File: src/rtl/enemy_move_pacer.sv
// Step pacer for the enemy formation: emits the periodic move strobe, reverses
// direction and drops a row at screen edges, and shortens the period on each kill.
module enemy_move_pacer #(
  parameter int unsigned CNT_W       = 22,
  parameter int unsigned BASE_PERIOD = 2_500_000,
  parameter int unsigned MIN_PERIOD  = 250_000,
  parameter int unsigned SPEED_STEP  = 50_000,
  parameter logic [10:0] X_MIN       = 11'd8,
  parameter logic [10:0] X_MAX       = 11'd600
) (
  input  logic             clk,
  input  logic             reset,
  input  logic             enable,
  input  logic [10:0]      posx_in,
  input  logic             speedup,
  output logic             mueva,
  output logic             dir,
  output logic             bajar,
  output logic [CNT_W-1:0] period,
  output logic [1:0]       state_dbg
);

  localparam logic [CNT_W-1:0] P_BASE = CNT_W'(BASE_PERIOD);
  localparam logic [CNT_W-1:0] P_MIN  = CNT_W'(MIN_PERIOD);
  localparam logic [CNT_W-1:0] P_STEP = CNT_W'(SPEED_STEP);

  typedef enum logic [1:0] {
    IDLE = 2'd0,
    RUN  = 2'd1,
    DROP = 2'd2
  } state_t;

  state_t           r_state, w_state_nxt;
  logic [CNT_W-1:0] r_cnt, w_cnt_nxt;
  logic [CNT_W-1:0] r_period, w_period_nxt;
  logic             r_mueva, w_mueva_nxt;
  logic             r_bajar, w_bajar_nxt;
  logic             r_dir, w_dir_nxt;

  logic [CNT_W-1:0] w_reload;
  logic [CNT_W:0]   w_dec;
  logic [CNT_W-1:0] w_period_sat;
  logic             w_tick;
  logic             w_edge;

  assign w_reload = r_period - CNT_W'(1);
  assign w_tick   = (r_cnt == '0);
  assign w_edge   = (!r_dir && (posx_in >= X_MAX)) || (r_dir && (posx_in <= X_MIN));

  // One extra bit so a period below SPEED_STEP shows up as negative instead of wrapping.
  assign w_dec        = {1'b0, r_period} - {1'b0, P_STEP};
  assign w_period_sat = (w_dec[CNT_W] || (w_dec < {1'b0, P_MIN})) ? P_MIN : w_dec[CNT_W-1:0];

  always_comb begin
    w_state_nxt  = r_state;
    w_cnt_nxt    = r_cnt;
    w_mueva_nxt  = 1'b0;
    w_bajar_nxt  = 1'b0;
    w_dir_nxt    = r_dir;
    w_period_nxt = speedup ? w_period_sat : r_period;
    case (r_state)
      IDLE: begin
        if (enable) begin
          w_state_nxt = RUN;
          w_cnt_nxt   = w_reload;
        end
      end
      RUN: begin
        if (!enable) begin
          w_state_nxt = IDLE;
        end else if (!w_tick) begin
          w_cnt_nxt = r_cnt - CNT_W'(1);
        end else begin
          w_cnt_nxt = w_reload;
          // The drop strobe replaces the move strobe, so spacing stays one period.
          if (w_edge) begin
            w_state_nxt = DROP;
            w_bajar_nxt = 1'b1;
            w_dir_nxt   = !r_dir;
          end else begin
            w_mueva_nxt = 1'b1;
          end
        end
      end
      DROP: begin
        w_cnt_nxt   = w_tick ? w_reload : r_cnt - CNT_W'(1);
        w_state_nxt = enable ? RUN : IDLE;
      end
      default: begin
        w_state_nxt = IDLE;
      end
    endcase
  end

  always_ff @(posedge clk) begin
    if (reset) begin
      r_state  <= IDLE;
      r_cnt    <= '0;
      r_mueva  <= 1'b0;
      r_bajar  <= 1'b0;
      r_dir    <= 1'b0;
      r_period <= P_BASE;
    end else begin
      r_state  <= w_state_nxt;
      r_cnt    <= w_cnt_nxt;
      r_mueva  <= w_mueva_nxt;
      r_bajar  <= w_bajar_nxt;
      r_dir    <= w_dir_nxt;
      r_period <= w_period_nxt;
    end
  end

  assign mueva     = r_mueva;
  assign bajar     = r_bajar;
  assign dir       = r_dir;
  assign period    = r_period;
  assign state_dbg = r_state;

endmodule

File: config.mk
export PLATFORM = sky130hd
export DESIGN_NAME = enemy_move_pacer
export DESIGN_NICKNAME = d
export VERILOG_FILES = /design/src/rtl/enemy_move_pacer.sv
export SDC_FILE = /design/constraint.sdc
export NUM_CORES = 1
export LEC_CHECK = 0
export CAP_MARGIN = 20
export CORE_MARGIN = 1.5
export CORE_UTILIZATION = 60
export DETAILED_ROUTE_END_ITERATION = 10
export DONT_BUFFER_PORTS = 1
export HOLD_SLACK_MARGIN = 0.02
export PLACE_DENSITY_LB_ADDON = 0.08
export SETUP_SLACK_MARGIN = 0.5
export SLEW_MARGIN = 10
export SYNTH_ARGS = -nofsm -noshare
export SYNTH_HDL_FRONTEND = slang
export SYNTH_SLANG_ARGS = --single-unit
export TNS_END_PERCENT = 50
File: constraint.sdc
create_clock -name clk -period 5.1 [get_ports clk]
set_input_delay 0.255 -clock clk [delete_from_list [all_inputs] [get_ports clk]]
set_output_delay 0.255 -clock clk [all_outputs]
set_load 0.005 [all_outputs]
==> results by group <==
Outcome
  – Status: finished clean

Timing
  – Final Skew: 0.0129 ns
  – RSZ-0062 raised after global routing: no
  – Worst slew margin: 30.3%
  – Max-slew violation count: 0
  – Peak Freq: 0.273 GHz
  – Part of the cycle the worst path needs: 71.8%
  – Final setup viols: 0
  – Setup TNS: 0 ns
  – Final hold violations: 0
  – Worst slew pin tran: 1.04 ns
  – Final worst path period need: 3.66 ns
  – Setup ws final: 1.44 ns

Pwr
  – Clock network power share: 25.4%
  – P_leak: 1.24 nW
  – Sequential Power Share: 46.8%
  – Comb pwr share: 27.8%
  – Pwr per Cell Area: 278 nW/um^2
  – Switching share of power: 37.2%
  – VDD IR max: 0.245 mV
  – Internal Power: 0.000598 W
  – Psw: 0.000354 W

Yosys
  – Synth cell types: 55
  – Post-Synth Simple-Gate Area: 27.3%
  – Async set-reset flop share out of synthesis: 0%
  – Yosys reg bits: 45
  – Count leader, synth: nand2_1
  – Largest family of logic cells by synthesized area: compound AO/OA/AOI/OAI gates
  – Dominant cell type by area after synthesis: dfxtp_1
  – Synth cell count leaders: nand2_1 (48), dfxtp_1 (45), a21oi_1 (41)
  – Post-synth EDFFs: 0
  – Adder-cell area share of the yosys netlist: 2.63%
  – Synth Area in Compound Gates: 30.1%
  – Ys flop type: dfxtp_1
  – Seq/Total Area, Yosys: 27.1%
  – Mux share of post-synthesis cell area: 0.601%
  – Post-Syn Area per Cell: 7.27 sq um
  – Synth top area cells: dfxtp_1 (27%), a21oi_1 (6.2%), nand2_1 (5.4%)
  – Top cell type's share of synthesized area: 27.1%
  – Syn Inst Count: 458
  – Yosys warnings: 0
  – Post-Syn Area: 3330 sq um
  – Post-synthesis xor/xnor area fraction: 5.00%

Die
  – Chip height: 77.5 microns
  – Die ar.: 6000 sq um
  – Ports: 42
  – Site row count: 26
  – Die W: 77.5 microns
  – Initial Util: 63.6%
  – CORE AREA: 5240 sq um

Route
  – Drt pass-1 iters: 5
  – Drt wl/cell: 17.7 microns
  – Drt initial violations: 397
  – DRT Wirelength: 9050 microns
  – Post-route ant nets: 0
  – DRC violations left: 0
  – Via count of the routed design: 3448
  – Vias/cell: 6.76

Cells and area
  – Fin cells: 510
  – Antenna Cells: 0
  – Layout cells sized above 1: 5.68%
  – Nets: 461
  – Finished Core Util: 65.5%
  – Syn-to-layout area delta: 3.01%

Critical path
  – WS Path Type: flip-flop to flip-flop
  – R2r worst-path depth: 9
  – Worst-path maximum fanout: 13
  – WP data arrival: 3.85 ns
  – Data required time at the worst endpoint: 5.29 ns
  – Startpoint Class: flip-flop
  – CP Capture Type: flip-flop

GRT
  – Total gr overflow: 0
  – First-pass GRT wire length: 15100 microns
  – Largest net degree at the start of global routing: 30
  – GRT Total Usage: 30.6%
  – Vias in the first global route: 3143
  – Initial antenna violation count: 0

Placed design
  – Final HPWL DP: 6090 microns
  – GPL Wtd Cong: 0.977
  – Post-place setup slack: 1.48 ns
  – PortBufs: 0
  – Cells after DPL: 499

Clocking
  – Clock latency on the worst-skew pair: 0.30 ns
  – Clock Sinks: 45
  – H-tree levels: 2
  – Root buffer cell: clkbuf_8
  – Clk buf depth: 2
  – CTS tree: done
  – Cts bufs inserted: 5
  – Clk pin slew, worst setup/hold paths: 0.09 ns
  – # resized after CTS: 0

Flow run
  – MaxCap Viol Count: 0

Min path
  – Hold Path Depth: 1
  – Hold Crit Class: primary input to flip-flop
layout make-up:
cell class	instances	area, sq um
clock buffer	6	82.6
clock inverter	2	13.8
fill	461	1810
inverter	18	67.6
multi-input combinational	362	2210
sequential	45	901
tap	70	87.6
timing repair buffer	7	67.6
power by group through the flow:
stage / clock network [W] / logic, W / registers, W
after floorplan: 0 / 0.000237 / 0.000418
after global routing: 0.000254 / 0.000296 / 0.000453
final: 0.000242 / 0.000265 / 0.000445
after detailed placement: 0 / 0.000253 / 0.000451
after CTS: 0.000243 / 0.000259 / 0.000443
after global placement: 0 / 0.000245 / 0.000450
cells by family after synthesis:
group	Yosys count
other	1
adders and majority gates	7
DFF	45
muxes	2
AOI/OAI and AO/OA	150
xor gates and xnor gates	19
and+or+nand+nor	180
buffers and inverters	54
flip-flops by register name (all words and copies together), names as in the netlist:
signal     count
state_dbg      2
period        18
mueva          1
dir            1
r_cnt         22
bajar          1
repair_timing:
item / CTS / global route
buffers inserted: 0 / 0
endpoints found under the hold margin: 19 / 2
hold buffers: 2 / 1
metal layers:
layer  vias to the layer above  GRT usage, %  routed length, microns  part of all wire (%)
li1                       1644             -                       -                     -
met1                      1626          41.2                    4040                    45
met2                       157          49.2                    4190                    46
met3                        21          5.41                     632                   7.0
met4                         0          10.7                     187                   2.1
met5                         -             0                       0                     0
final timing paths:
path,end,from,slack (ns)
max reg2reg,period[10],period[4],1.44
min reg2reg,r_cnt[13],r_cnt[13],0.48
max,period[10],period[4],1.44
min,r_cnt[14],reset,0.02
placed cells by master (no fill, tap or decap), drive strengths merged, types with 3 or more instances in the layout:
cell type    count
conb             4
o211ai           5
clkbuf           6
nand3b           4
o31ai            4
a211oi           6
nor3            13
a21oi           41
nor4            15
dlygate4sd3      3
dfxtp           45
or3              3
xnor2           14
o21a             4
nor2            38
o21ai           36
and2             3
a31oi            8
a221oi           7
xor2             5
a21o             5
or4              4
inv             18
a311oi           4
nand3           27
nor2b            7
nand2b           5
nand4            8
nand2           48
o22ai            5
a221o            3
ha               7
o221ai           6
a211o            4
a22oi            3
buf              4
through the flow:
step / hold slack, ns / total power (W) / area, sq um
after floorplan: 0.427 / 0.000655 / 3340
after global placement: 0.327 / 0.000694 / 3290
after detailed placement: 0.329 / 0.000704 / 3300
after CTS: 0.0215 / 0.000945 / 3420
after global routing: 0.0204 / 0.00100 / 3430
final: 0.0209 / 0.000952 / 3430
worst max-delay path: stages, from the launching register on:
cell       delay [ns]
dfxtp_1          0.56
inv_1            0.14
ha_1             0.34
nand2b_1         0.24
a21o_1           0.31
a2111oi_0        0.42
a31oi_1          0.10
a211oi_2         0.70
a21oi_1          0.35
a221o_1          0.38
Power figures use the tool's default switching activity.
